**src/rtl/apb_pkg.sv**
```systemverilog
// Shared types and default widths for the APB master arbiter.
package apb_pkg;

    localparam int APB_ADDR_W  = 8;
    localparam int APB_DATA_W  = 8;
    localparam int APB_NUM_REQ = 2;
    localparam int APB_TIMEOUT = 16;

    typedef enum logic [1:0] {
        IDLE   = 2'd0,
        SETUP  = 2'd1,
        ACCESS = 2'd2
    } apb_state_e;

endpackage

```
**src/rtl/apb_master_arbiter_rr.sv**
```systemverilog
// Round-robin picker: one-hot winner, search starts just after the last grant.
module rr_arbiter #(
    parameter int NUM_REQ = 2,
    parameter int IDX_W   = (NUM_REQ > 1) ? $clog2(NUM_REQ) : 1
) (
    input  logic [NUM_REQ-1:0] req_i,
    input  logic [IDX_W-1:0]   last_grant_i,
    output logic [NUM_REQ-1:0] gnt_o
);

    logic             found;
    logic [IDX_W-1:0] idx;

    always_comb begin
        gnt_o = '0;
        found = 1'b0;
        idx   = '0;
        for (int unsigned k = 1; k <= NUM_REQ; k++) begin
            idx = IDX_W'((32'(last_grant_i) + k) % NUM_REQ);
            if (!found && req_i[idx]) begin
                gnt_o[idx] = 1'b1;
                found      = 1'b1;
            end
        end
    end

endmodule

```
**src/rtl/apb_master_arbiter.sv**
```systemverilog
// Multi-requester APB master: round-robin command acceptance, one APB transfer
// at a time, with an optional pready timeout reported through rsp_err.
module apb_master_arbiter
    import apb_pkg::*;
#(
    parameter int addrWidth = APB_ADDR_W,
    parameter int dataWidth = APB_DATA_W,
    parameter int NUM_REQ   = APB_NUM_REQ,
    parameter int TIMEOUT   = APB_TIMEOUT
) (
    input  logic                           pclk,
    input  logic                           prst,
    input  logic [NUM_REQ-1:0]             req_valid,
    input  logic [NUM_REQ-1:0]             req_write,
    input  logic [NUM_REQ*addrWidth-1:0]   req_addr,
    input  logic [NUM_REQ*dataWidth-1:0]   req_wdata,
    output logic [NUM_REQ-1:0]             req_grant,
    output logic [NUM_REQ-1:0]             rsp_valid,
    output logic                           rsp_err,
    output logic [dataWidth-1:0]           rsp_rdata,
    output logic [addrWidth-1:0]           paddr,
    output logic                           pwrite,
    output logic                           psel,
    output logic                           pen,
    output logic [dataWidth-1:0]           pwdata,
    input  logic [dataWidth-1:0]           prdata,
    input  logic                           pready
);

    localparam int IDX_W = (NUM_REQ > 1) ? $clog2(NUM_REQ) : 1;
    localparam int CNT_W = (TIMEOUT > 0) ? $clog2(TIMEOUT + 1) : 1;
    localparam logic [CNT_W-1:0] CNT_LAST = (TIMEOUT > 0) ? CNT_W'(TIMEOUT - 1) : '0;

    apb_state_e           state_q;
    logic [IDX_W-1:0]     last_grant_q;
    logic [NUM_REQ-1:0]   owner_q;
    logic [CNT_W-1:0]     tcnt_q;
    logic                 psel_q, pen_q, pwrite_q, rsp_err_q;
    logic [addrWidth-1:0] paddr_q;
    logic [dataWidth-1:0] pwdata_q, rsp_rdata_q;
    logic [NUM_REQ-1:0]   req_grant_q, rsp_valid_q;

    logic [NUM_REQ-1:0]   win_oh;
    logic [IDX_W-1:0]     win_idx;
    logic                 win_write;
    logic [addrWidth-1:0] win_addr;
    logic [dataWidth-1:0] win_wdata;

    rr_arbiter #(
        .NUM_REQ (NUM_REQ),
        .IDX_W   (IDX_W)
    ) u_rr (
        .req_i        (req_valid),
        .last_grant_i (last_grant_q),
        .gnt_o        (win_oh)
    );

    always_comb begin
        win_idx   = last_grant_q;
        win_write = 1'b0;
        win_addr  = '0;
        win_wdata = '0;
        for (int unsigned i = 0; i < NUM_REQ; i++) begin
            if (win_oh[i]) begin
                win_idx   = IDX_W'(i);
                win_write = req_write[i];
                win_addr  = req_addr[i*addrWidth +: addrWidth];
                win_wdata = req_wdata[i*dataWidth +: dataWidth];
            end
        end
    end

    always_ff @(posedge pclk or posedge prst) begin
        if (prst) begin
            state_q      <= IDLE;
            last_grant_q <= IDX_W'(NUM_REQ - 1);
            owner_q      <= '0;
            tcnt_q       <= '0;
            psel_q       <= 1'b0;
            pen_q        <= 1'b0;
            pwrite_q     <= 1'b0;
            paddr_q      <= '0;
            pwdata_q     <= '0;
            req_grant_q  <= '0;
            rsp_valid_q  <= '0;
            rsp_err_q    <= 1'b0;
            rsp_rdata_q  <= '0;
        end else begin
            req_grant_q <= '0;
            rsp_valid_q <= '0;
            case (state_q)
                IDLE: begin
                    if (|req_valid) begin
                        last_grant_q <= win_idx;
                        owner_q      <= win_oh;
                        req_grant_q  <= win_oh;
                        pwrite_q     <= win_write;
                        paddr_q      <= win_addr;
                        pwdata_q     <= win_wdata;
                        psel_q       <= 1'b1;
                        pen_q        <= 1'b0;
                        state_q      <= SETUP;
                    end
                end
                SETUP: begin
                    pen_q   <= 1'b1;
                    tcnt_q  <= '0;
                    state_q <= ACCESS;
                end
                ACCESS: begin
                    if (pready) begin
                        psel_q      <= 1'b0;
                        pen_q       <= 1'b0;
                        rsp_valid_q <= owner_q;
                        rsp_err_q   <= 1'b0;
                        rsp_rdata_q <= pwrite_q ? '0 : prdata;
                        state_q     <= IDLE;
                    end else if (TIMEOUT != 0 && tcnt_q == CNT_LAST) begin
                        // this edge is the TIMEOUT-th pready-low ACCESS cycle
                        psel_q      <= 1'b0;
                        pen_q       <= 1'b0;
                        rsp_valid_q <= owner_q;
                        rsp_err_q   <= 1'b1;
                        rsp_rdata_q <= '0;
                        state_q     <= IDLE;
                    end else if (tcnt_q != '1) begin
                        tcnt_q <= tcnt_q + 1'b1;
                    end
                end
                default: state_q <= IDLE;
            endcase
        end
    end

    assign req_grant = req_grant_q;
    assign rsp_valid = rsp_valid_q;
    assign rsp_err   = rsp_err_q;
    assign rsp_rdata = rsp_rdata_q;
    assign paddr     = paddr_q;
    assign pwrite    = pwrite_q;
    assign psel      = psel_q;
    assign pen       = pen_q;
    assign pwdata    = pwdata_q;

endmodule

```
**config.mk**
```make
export PLATFORM = sky130hd
export DESIGN_NAME = apb_master_arbiter
export DESIGN_NICKNAME = d
export VERILOG_FILES = /design/src/rtl/apb_pkg.sv /design/src/rtl/apb_master_arbiter_rr.sv /design/src/rtl/apb_master_arbiter.sv
export SDC_FILE = /design/constraint.sdc
export NUM_CORES = 1
export LEC_CHECK = 0
export ABC_AREA = 1
export BUFFER_PORTS_ARGS = -buffer_cell sky130_fd_sc_hd__buf_2
export CAP_MARGIN = 30
export CORE_MARGIN = 3
export CORE_UTILIZATION = 35
export CTS_BUF_LIST = sky130_fd_sc_hd__clkbuf_8
export DETAILED_ROUTE_END_ITERATION = 7
export GPL_ROUTABILITY_DRIVEN = 0
export MAX_ROUTING_LAYER = met4
export SETUP_SLACK_MARGIN = 0.15
export SLEW_MARGIN = 20
export SYNTH_ARGS = -nofsm -noshare
export SYNTH_HDL_FRONTEND = slang
export SYNTH_HIERARCHICAL = 1
export SYNTH_SLANG_ARGS = --single-unit
export TNS_END_PERCENT = 30
```
**constraint.sdc**
```tcl
create_clock -name pclk -period 1.5 [get_ports pclk]
set_clock_uncertainty 0.15 [all_clocks]
set_input_delay 0 -clock pclk [delete_from_list [all_inputs] [get_ports pclk]]
set_output_delay 0 -clock pclk [all_outputs]
set_load 0.005 [all_outputs]
```
==> impl_metrics.csv, run 1 <==
group,metric,value,unit
grt,grtUsageMet2,0.322,
timing,period_share,1.06,
final_layout,seqCellArea,1050,µm²
yosys,ys_seq_area_frac,0.514,
final_layout,diodes,0,
worst_hold_path,min_from,"req_valid[1]",
final_layout,layout_commonest_cell,"nand2_1",
grt,grt_pass1_vias,2048,
final_layout,nNetsFinal,445,
drt,first_pass_iters,4,
setup_path,required,1.58,ns
grt,busiest_layer,"met2",
setup_path,crit_start,"tcnt_q[0]$_DFFE_PP0P_",
timing,hold_viol,1,
timing,setup_viol,18,
cts,cts_buffers,5,
setup_path,r2r_slack,-0.09,ns
setup_path,criticalPathCategory,"flop to flop",
final_layout,multi_input_area,971,µm²
placement,dp_hpwl,3.40,mm
floorplan,dieArea,6800,µm²
timing,worst_slew_pin_slew,0.431,ns
power_and_ir_drop,peakVddDrop,0.000660,V
drt,drc,0,
drt,viasPerCell,4.42,
setup_path,cp_max_fo,7,
yosys,synth_flop_cell,"dfrtp_1",
grt,grt_pass1_wl,9.40,mm
cts,clockBufferDepth,2,
floorplan,core-area,5570,µm²
drt,routed_wl,5.54,mm
grt,use_met3,0.0390,
worst_hold_path,hold_path_class,"input pin to flop",
yosys,synth_warnings,6,
placement,port_buffers,78,
final_layout,final_util,0.586,
yosys,synthesis.nets,306,
drt,vias,2070,
yosys,syn_inst,256,
yosys,avgSynthCellArea,7.99,µm²
power_and_ir_drop,switching_share,0.373,
yosys,netlist_area,2050,µm²
grt,grt_max_degree,19,
power_and_ir_drop,p_switching,1.74,mW
floorplan,die_height,82.5,µm
timing,slew_headroom,0.712,
yosys,async_flop_share,1.00,
final_layout,layout_common_cells,"nand2_1, buf_2, dlygate4sd3_1, dfrtp_1, inv_1",
setup_path,worstReg2RegStart,"tcnt_q[0]$_DFFE_PP0P_",
power_and_ir_drop,p_int,2.91,mW
run_status,violations,"hold timing, setup timing",
yosys,ys_seq_elements,42,
drt,ant_nets,0,
cts,clock-sinks,42,
grt,grt_util_met1,0.218,
timing,rsz0062_at_grt,"true",
power_and_ir_drop,power.leakage,1.81,nW
floorplan,pin_count,79,
power_and_ir_drop,power_frac_comb,0.423,
drt,wire_per_inst,11.8,µm
setup_path,r2r_cells,10,
setup_path,endpoint,"tcnt_q[4]$_DFFE_PP0P_",
power_and_ir_drop,power_density,1420,nW/µm²
grt,antenna_found_initial,0,
timing,timing.hold.ws,-0.00742,ns
yosys,ys_types,22,
run_status,status,"finished with violations",
setup_path,worstPathArrival,1.67,ns
grt,grt_overflow_total,0,
floorplan,die_w,82.5,µm
cts,insertion_delay,0.29,ns
setup_path,crit_path_end_kind,"flop",
cts,root_buffer,"clkbuf_8",
timing,layout_setup_ws,-0.0943,ns
timing,post-route-min-period,1.59,ns
placement,place_ws,-0.159,ns
final_layout,drive_gt1_frac,0.369,
power_and_ir_drop,sequentialPowerShare,0.390,
power_and_ir_drop,clockPowerShare,0.187,
final_layout,n_fill_cell,494,
grt,grt_usage,0.186,
timing,clock.fmax,627,MHz
setup_path,startpoint_type,"flop",
cts,cts.clk_slew.worst_paths,0.08,ns
cts,ctsHtreeMaxLevel,2,
drt,first_iter_violations,95,
floorplan,row_count,27,
yosys,synth-edff-count,0,
floorplan,start_util,0.367,
cts,cts_tree,"yes",
timing,fin_setup_tns,-1.24,ns
timing,drv_slew,0,
setup_path,timing.rr.end,"tcnt_q[4]$_DFFE_PP0P_",
final_layout,syn2layout_area_growth,59.6,%
run,cap_violations,0,
## cells by family (layout without fill, tap and decap cells)
logic type	count (synthesis)	count (layout)	share of synthesized area
simple gates	167	169	0.339
fa+ha+maj	3	3	0.0184
flops	42	42	0.514
compound gates	14	14	0.0471
buf+inv	30	168	0.0807
## worst min path at each step
stage               slack (ns)  cells after the start                      to
floorplan                -0.07                      1     rsp_err$_DFFE_PP0P_
global placement         -0.18                      2   pwdata[7]$_DFFE_PP0P_
detailed placement       -0.17                      2   pwdata[7]$_DFFE_PP0P_
CTS                     -0.005                      6  req_grant[0]$_DFF_PP0_
global route              0.02                      5  state_q[0]$_DFFE_PP0P_
finish                  -0.007                      5  state_q[0]$_DFFE_PP0P_
## worst max-delay path, cell delays in order, from the launching register on
cell and delay [ns]:
dfrtp_1 0.38, ha_2 0.19, nand2_2 0.07, nor2_2 0.04
buf_4 0.14, ha_4 0.15, inv_2 0.06, nand3_4 0.13
inv_4 0.12, nand2_1 0.06, nand2_1 0.05
## state kept, by name, summed over array words and instances, names as in the netlist
signal	flops
pen	1
psel	1
req_grant	2
pwrite	1
state_q	2
owner_q	2
last_grant_q	1
pwdata	8
rsp_valid	2
rsp_err	1
tcnt_q	5
rsp_rdata	8
paddr	8
## power by group through the flow
stage | combinational, mW | sequential [mW] | clock (mW)
floorplan | 1.08 | 1.85 | 0
global placement | 1.72 | 1.82 | 0
detailed placement | 1.76 | 1.81 | 0
CTS | 1.99 | 1.81 | 0.907
global route | 2.23 | 1.87 | 0.953
finish | 1.97 | 1.81 | 0.871
## final cells by class
class | instances | area share
flip-flops and latches | 42 | 0.322
multi-input cells | 186 | 0.297
repair buffers | 138 | 0.292
inverters | 22 | 0.0276
well taps | 72 | 0.0276
clock buffers | 5 | 0.0211
clock inverters | 3 | 0.0123
## cells in the mapped netlist (2+ instances only)
library cell	number	area, µm²
nand2_1	148	556
dfrtp_1	41	1030
nor2_2	2	12.5
nor2_1	5	18.8
ha_1	3	37.5
inv_1	21	78.8
o21ai_0	2	10.0
buf_6	6	67.6
o21ai_1	4	20.0
nand3_1	6	30.0
o21ai_2	6	52.6
nand2_4	2	22.5
## through the flow
stage               cell area (µm²)  cells  power (mW)
global route                   3270    468        5.05
detailed placement             2550    409        3.57
floorplan                      2070    256        2.93
CTS                            3260    468        4.71
global placement               2550    409        3.54
finish                         3270    468        4.65
## repair_timing
| action | 4_1_cts | 5_1_grt |
|---|---|---|
| gates resized for setup | 22 | 2 |
| setup buffers | 4 | 0 |
| pin swaps | 72 | 12 |
| setup endpoints to repair | 36 | 40 |
| hold endpoints to repair | 69 | 0 |
| gates cloned | 2 | 0 |
| hold buffers | 45 | 0 |
## layer usage
layer	share of wire	wire (µm)	up-vias
met2	0.52	2850	68
li1	-	-	1055
met3	0.052	290	14
met5	0	0	-
met1	0.41	2250	933
met4	0.025	141	0
Note: power is estimated with default switching activity, not from simulation.
==> run 2: changes to the inputs <==
--- a/config.mk
+++ b/config.mk
@@ -14,6 +14,7 @@
 export DETAILED_ROUTE_END_ITERATION = 7
 export GPL_ROUTABILITY_DRIVEN = 0
 export MAX_ROUTING_LAYER = met4
+export PLACE_DENSITY = 0.69
 export SETUP_SLACK_MARGIN = 0.15
 export SLEW_MARGIN = 20
 export SYNTH_ARGS = -nofsm -noshare
==> constraint.sdc (replaced) <==
create_clock -name pclk -period 1.8 [get_ports pclk]
set_clock_uncertainty 0.15 [all_clocks]
set_input_delay 0 -clock pclk [delete_from_list [all_inputs] [get_ports pclk]]
set_output_delay 0 -clock pclk [all_outputs]
set_load 0.005 [all_outputs]
==> impl_metrics.csv, run 2 (synthesis gave the netlist of run 1 again) <==
group,metric,value,unit
final_layout,seqCellArea,1050,µm²
power_and_ir_drop,sequentialPowerShare,0.411,
power_and_ir_drop,power_frac_comb,0.430,
final_layout,final_area,3170,µm²
floorplan,row_count,27,
final_layout,layout_commonest_cell,"nand2_1",
setup_path,worstPathArrival,1.63,ns
floorplan,die_height,82.5,µm
placement,placed_area,2480,µm²
timing,fin_setup_tns,0,ns
drt,ant_nets,0,
cts,root_buffer,"clkbuf_8",
setup_path,worstReg2RegStart,"tcnt_q[1]$_DFFE_PP0P_",
cts,cts.clk_slew.worst_paths,0.09,ns
grt,grt_max_degree,43,
drt,drc,0,
final_layout,layout_common_cells,"nand2_1, buf_2, dlygate4sd3_1, dfrtp_1, inv_1",
setup_path,crit_path_end_kind,"flop",
power_and_ir_drop,peakVddDrop,0.000533,V
cts,clockBufferDepth,2,
power_and_ir_drop,p_switching,1.44,mW
final_layout,drive_gt1_frac,0.321,
floorplan,start_util,0.367,
drt,viasPerCell,4.49,
floorplan,core-area,5570,µm²
worst_hold_path,hold_path_class,"input pin to async pin",
timing,period_share,0.889,
floorplan,dieArea,6800,µm²
setup_path,cp_max_fo,6,
grt,grt_pass1_wl,9.36,mm
placement,dp_hpwl,3.29,mm
timing,slew_headroom,0.650,
placement,placed_cells,402,
cts,insertion_delay,0.29,ns
cts,cts_buffers,5,
power_and_ir_drop,p_int,2.24,mW
power_and_ir_drop,switching_share,0.392,
timing,drv_slew,0,
setup_path,timing.rr.end,"pen$_DFFE_PP0P_",
cts,clock-sinks,42,
timing,post-route-min-period,1.60,ns
timing,clock.fmax,625,MHz
setup_path,criticalPathCategory,"flop to flop",
drt,routed_wl,5.71,mm
final_layout,syn2layout_area_growth,54.7,%
timing,hold_viol,0,
floorplan,die_w,82.5,µm
cts,ctsHtreeMaxLevel,2,
final_layout,fin_cells,462,
floorplan,pin_count,79,
power_and_ir_drop,clockPowerShare,0.160,
timing,rsz0062_at_grt,"true",
drt,vias,2076,
timing,setup_viol,0,
setup_path,r2r_cells,9,
timing,worst_slew_pin_slew,0.524,ns
grt,grt_pass1_vias,2079,
final_layout,nNetsFinal,439,
power_and_ir_drop,power.leakage,1.78,nW
final_layout,n_fill_cell,492,
final_layout,diodes,0,
power_and_ir_drop,power_density,1160,nW/µm²
grt,antenna_found_initial,0,
setup_path,r2r_slack,0.20,ns
drt,first_iter_violations,88,
setup_path,startpoint_type,"flop",
run,cap_violations,0,
placement,port_buffers,78,
run_status,status,"finished, final reports clean",
cts,cts_tree,"yes",
drt,first_pass_iters,4,
grt,grt_overflow_total,0,
setup_path,required,1.83,ns
grt,grt_usage,0.189,
drt,wire_per_inst,12.4,µm
final_layout,multi_input_area,943,µm²
## run 2: cell types whose count changed in the layout (fill, tap and decap cells not counted), sizes merged
cell	before	now
buf	93	85
bufinv	1	0
dlygate4sd3	45	46
inv	22	23
nand2	152	153
## run 2: power by group through the flow
stage	combinational (mW)	sequential (mW)	clock (mW)
5_1_grt	1.80	1.56	0.657
6_report	1.58	1.51	0.589
2_1_floorplan	0.889	1.53	0
4_1_cts	1.49	1.51	0.606
3_3_place_gp	1.34	1.52	0
3_5_place_dp	1.37	1.52	0
## run 2: how the worst max path moves through the flow
stage / start / end / slack (ns)
final: tcnt_q[1]$_DFFE_PP0P_ / pen$_DFFE_PP0P_ / 0.20
after global routing: tcnt_q[1]$_DFFE_PP0P_ / tcnt_q[4]$_DFFE_PP0P_ / 0.12
after CTS: tcnt_q[0]$_DFFE_PP0P_ / tcnt_q[3]$_DFFE_PP0P_ / 0.16
after detailed placement: tcnt_q[1]$_DFFE_PP0P_ / pen$_DFFE_PP0P_ / 0.04
after global placement: tcnt_q[1]$_DFFE_PP0P_ / pen$_DFFE_PP0P_ / 0.12
after floorplan: tcnt_q[0]$_DFFE_PP0P_ / tcnt_q[0]$_DFFE_PP0P_ / 0.18
## run 2: area by class of cell
class | instances | area share
Multi-Input combinational cell | 187 | 0.298
Timing Repair Buffer | 131 | 0.285
Clock buffer | 5 | 0.0217
Inverter | 22 | 0.0285
Clock inverter | 3 | 0.00553
Sequential cell | 42 | 0.332
Tap cell | 72 | 0.0285
## run 2: layer usage
layer	GRT usage	up-vias	share of wire
li1	-	1033	-
met1	0.205	960	0.40
met2	0.325	61	0.52
met3	0.0380	22	0.041
met4	0.0980	0	0.036
met5	-	-	0
## run 2: per-stage QoR
step	hold WS [ns]	utilization	setup slack [ns]	power [mW]
floorplan	-0.0697	-	0.177	2.42
global placement	0.00120	0.445	0.119	2.85
detailed placement	0.0112	0.445	0.0392	2.89
CTS	0.234	0.548	0.156	3.60
global route	0.275	0.568	0.121	4.02
finish	0.227	0.568	0.201	3.69
## run 2: timing repair
action	in CTS	in global routing
resized for setup	6	16
gates cloned	1	2
endpoints found under the setup margin	18	19
hold buffers	46	0
setup buffers	1	2
pin swaps	1	8
endpoints found under the hold margin	69	0
## run 2: worst max-delay path: stages (launching register included)
cell and delay, ns:
dfrtp_1 0.37, ha_2 0.19, nand2_2 0.07, nor2_4 0.15, ha_4 0.18, inv_4 0.05
nand2_8 0.12, nand2_8 0.08, nand2_2 0.09, a21oi_2 0.05
==> run 3: changes to the inputs <==
--- a/config.mk
+++ b/config.mk
@@ -5,7 +5,6 @@
 export SDC_FILE = /design/constraint.sdc
 export NUM_CORES = 1
 export LEC_CHECK = 0
-export ABC_AREA = 1
 export BUFFER_PORTS_ARGS = -buffer_cell sky130_fd_sc_hd__buf_2
 export CAP_MARGIN = 30
 export CORE_MARGIN = 3
@@ -13,6 +12,7 @@
 export CTS_BUF_LIST = sky130_fd_sc_hd__clkbuf_8
 export DETAILED_ROUTE_END_ITERATION = 7
 export GPL_ROUTABILITY_DRIVEN = 0
+export GPL_TIMING_DRIVEN = 0
 export MAX_ROUTING_LAYER = met4
 export PLACE_DENSITY = 0.69
 export SETUP_SLACK_MARGIN = 0.15
==> impl_metrics.csv, run 3 <==
group,metric,value,unit
timing,setup_viol,15,
timing,worst_slew_pin_slew,0.414,ns
power_and_ir_drop,power_density,1170,nW/µm²
floorplan,start_util,0.366,
grt,grt_max_degree,33,
cts,insertion_delay,0.29,ns
drt,ant_nets,0,
final_layout,n_fill_cell,392,
grt,grt_usage,0.184,
yosys,synth_flop_cell,"dfrtp_1",
final_layout,syn2layout_area_growth,70.0,%
yosys,synth_top_area_share,0.541,
run_status,status,"finished with violations",
cts,clock-sinks,42,
yosys,ys_types,32,
cts,root_buffer,"clkbuf_8",
worst_hold_path,hold_path_class,"input pin to async pin",
yosys,syn_inst,166,
timing,timing.hold.ws,0.0229,ns
yosys,synth_warnings,6,
final_layout,seqCellArea,1050,µm²
setup_path,crit_chain,"ha_2 -> and3_4 -> ha_2 -> or4b_4 -> or3_1 -> nand3_1",
timing,period_share,1.14,
drt,first_iter_violations,63,
floorplan,pin_count,79,
cts,clockBufferDepth,2,
cts,cts_buffers,5,
yosys,synth_commonest_cells,"dfrtp_1, o21ai_0, a22o_1, mux2_2, nand2_1",
yosys,synth.most_common_cell,"dfrtp_1",
drt,routed_wl,5.58,mm
grt,grt_pass1_vias,1973,
yosys,async_flop_share,1.00,
setup_path,worstPathArrival,2.13,ns
yosys,synth-edff-count,0,
drt,drc,0,
final_layout,fin_cells,385,
final_layout,diodes,0,
run_status,violations,"setup timing",
placement,port_buffers,78,
yosys,synthesis.nets,216,
final_layout,multi_input_area,862,µm²
power_and_ir_drop,peakVddDrop,0.000767,V
timing,layout_setup_ws,-0.251,ns
setup_path,startpoint_type,"flop",
floorplan,row_count,26,
yosys,yosys.area.top_type,"dfrtp_1",
yosys,yosys-top-cells-area,"dfrtp_1, mux2_2, a22o_1, o21ai_0, nand2_1",
final_layout,drive_gt1_frac,0.467,
yosys,netlist_area,1900,µm²
timing,drv_slew,0,
setup_path,criticalPathCategory,"flop to flop",
final_layout,layout_common_cells,"buf_2, dlygate4sd3_1, dfrtp_1, a22o_1, mux2_2",
cts,cts.clk_slew.worst_paths,0.08,ns
setup_path,required,1.88,ns
drt,wire_per_inst,14.5,µm
drt,first_pass_iters,4,
yosys,avgSynthCellArea,11.4,µm²
cts,cts_tree,"yes",
grt,grt_pass1_wl,8.79,mm
floorplan,die_height,79.6,µm
placement,dp_hpwl,3.04,mm
floorplan,dieArea,6330,µm²
setup_path,critPathMaxStageDelay,0.48,ns
timing,clock.fmax,488,MHz
power_and_ir_drop,p_total,3.77,mW
setup_path,cp_slowest_cell,"or4b_4",
cts,ctsHtreeMaxLevel,2,
timing,slew_headroom,0.724,
setup_path,cp_max_fo,2,
final_layout,layout_commonest_cell,"buf_2",
final_layout,nNetsFinal,364,
drt,vias,1865,
final_layout,final_area,3220,µm²
timing,rsz0062_at_grt,"true",
drt,viasPerCell,4.84,
timing,post-route-min-period,2.05,ns
run,cap_violations,0,
floorplan,die_w,79.6,µm
power_and_ir_drop,power.leakage,1.60,nW
grt,antenna_found_initial,0,
setup_path,cp_common_cell,"ha_2",
placement,placed_area,2410,µm²
yosys,ys_seq_elements,42,
floorplan,core-area,5170,µm²
grt,grt_overflow_total,0,
setup_path,crit_path_end_kind,"flop",
timing,hold_viol,0,
placement,placed_cells,315,
yosys,ys_seq_area_frac,0.555,
[run 3: cell count changes after synthesis, sizes merged, moves of 5 or more]
| cell | change |
|---|---|
| nand2 | -135 |
| mux2 | +16 |
| nor2 | -5 |
| inv | -15 |
| a22o | +16 |
| o21ai | +8 |
[run 3: critical path, delay by kind of cell (launching register included)]
kind	cells	cell delay [ns]
and+or+nand+nor	4	1.08
DFF	1	0.39
adders and majority gates	2	0.38
[run 3: repair_timing]
action,in CTS,in global routing
pin swaps,1,10
endpoints found under the setup margin,37,36
hold buffers,44,0
resized for setup,13,38
hold endpoints to repair,72,0
buffers inserted,7,8
cloned,1,2
[run 3: stage by stage]
stage               setup slack (ns)   util  TNS (ns)
floorplan                     -0.206      -    -0.456
global placement              -0.272  0.463     -3.43
detailed placement            -0.290  0.467     -3.97
CTS                           -0.266  0.590     -1.98
global route                  -0.302  0.623     -2.17
finish                        -0.251  0.623     -1.15
[run 3: area by class of cell]
cell class              instances  share of cell area
clock inverters                 2             0.00388
clock buffers                   6              0.0256
multi-input cells             108               0.268
inverters                       7             0.00816
well taps                      70              0.0272
plain buffers                  10              0.0291
repair buffers                140               0.312
flip-flops and latches         42               0.327
[run 3: final timing paths]
kind	start	endpoint	slack, ns	cells after the start
setup / recovery	tcnt_q[1]$_DFFE_PP0P_	tcnt_q[2]$_DFFE_PP0P_	-0.25	6
hold / removal	prst	rsp_valid[0]$_DFF_PP0_	0.02	3
setup reg to reg	tcnt_q[1]$_DFFE_PP0P_	tcnt_q[2]$_DFFE_PP0P_	-0.25	6
hold reg to reg	owner_q[0]$_DFFE_PP0P_	rsp_valid[0]$_DFF_PP0_	0.35	2
max in group asynchronous	prst	last_grant_q$_DFFE_PP1P_	0.97	4
min in group pclk	req_valid[1]	pwdata[1]$_DFFE_PP0P_	0.07	5
[run 3: per-layer routing]
metal,share of wire,vias up,track usage
met1,0.40,908,0.198
met2,0.53,63,0.332
met3,0.049,12,0.0339
met4,0.024,0,0.0704
met5,0,-,-
li1,-,882,-
[run 3: cells by family (layout without fill, tap and decap cells)]
group | after synthesis | count (layout) | synth area share
flops | 42 | 42 | 0.555
compound gates | 46 | 46 | 0.160
fa+ha+maj | 3 | 3 | 0.0198
xor+xnor | 1 | 1 | 0.00462
simple gates | 37 | 38 | 0.100
mux | 20 | 20 | 0.116
buf+inv | 17 | 165 | 0.0436
[run 3: where the power goes]
part           switching, mW  total, mW  internal, mW
Clock                  0.320      0.628         0.308
Combinational          0.733       1.63         0.894
Sequential             0.206       1.51          1.31
Total                   1.26       3.77          2.51
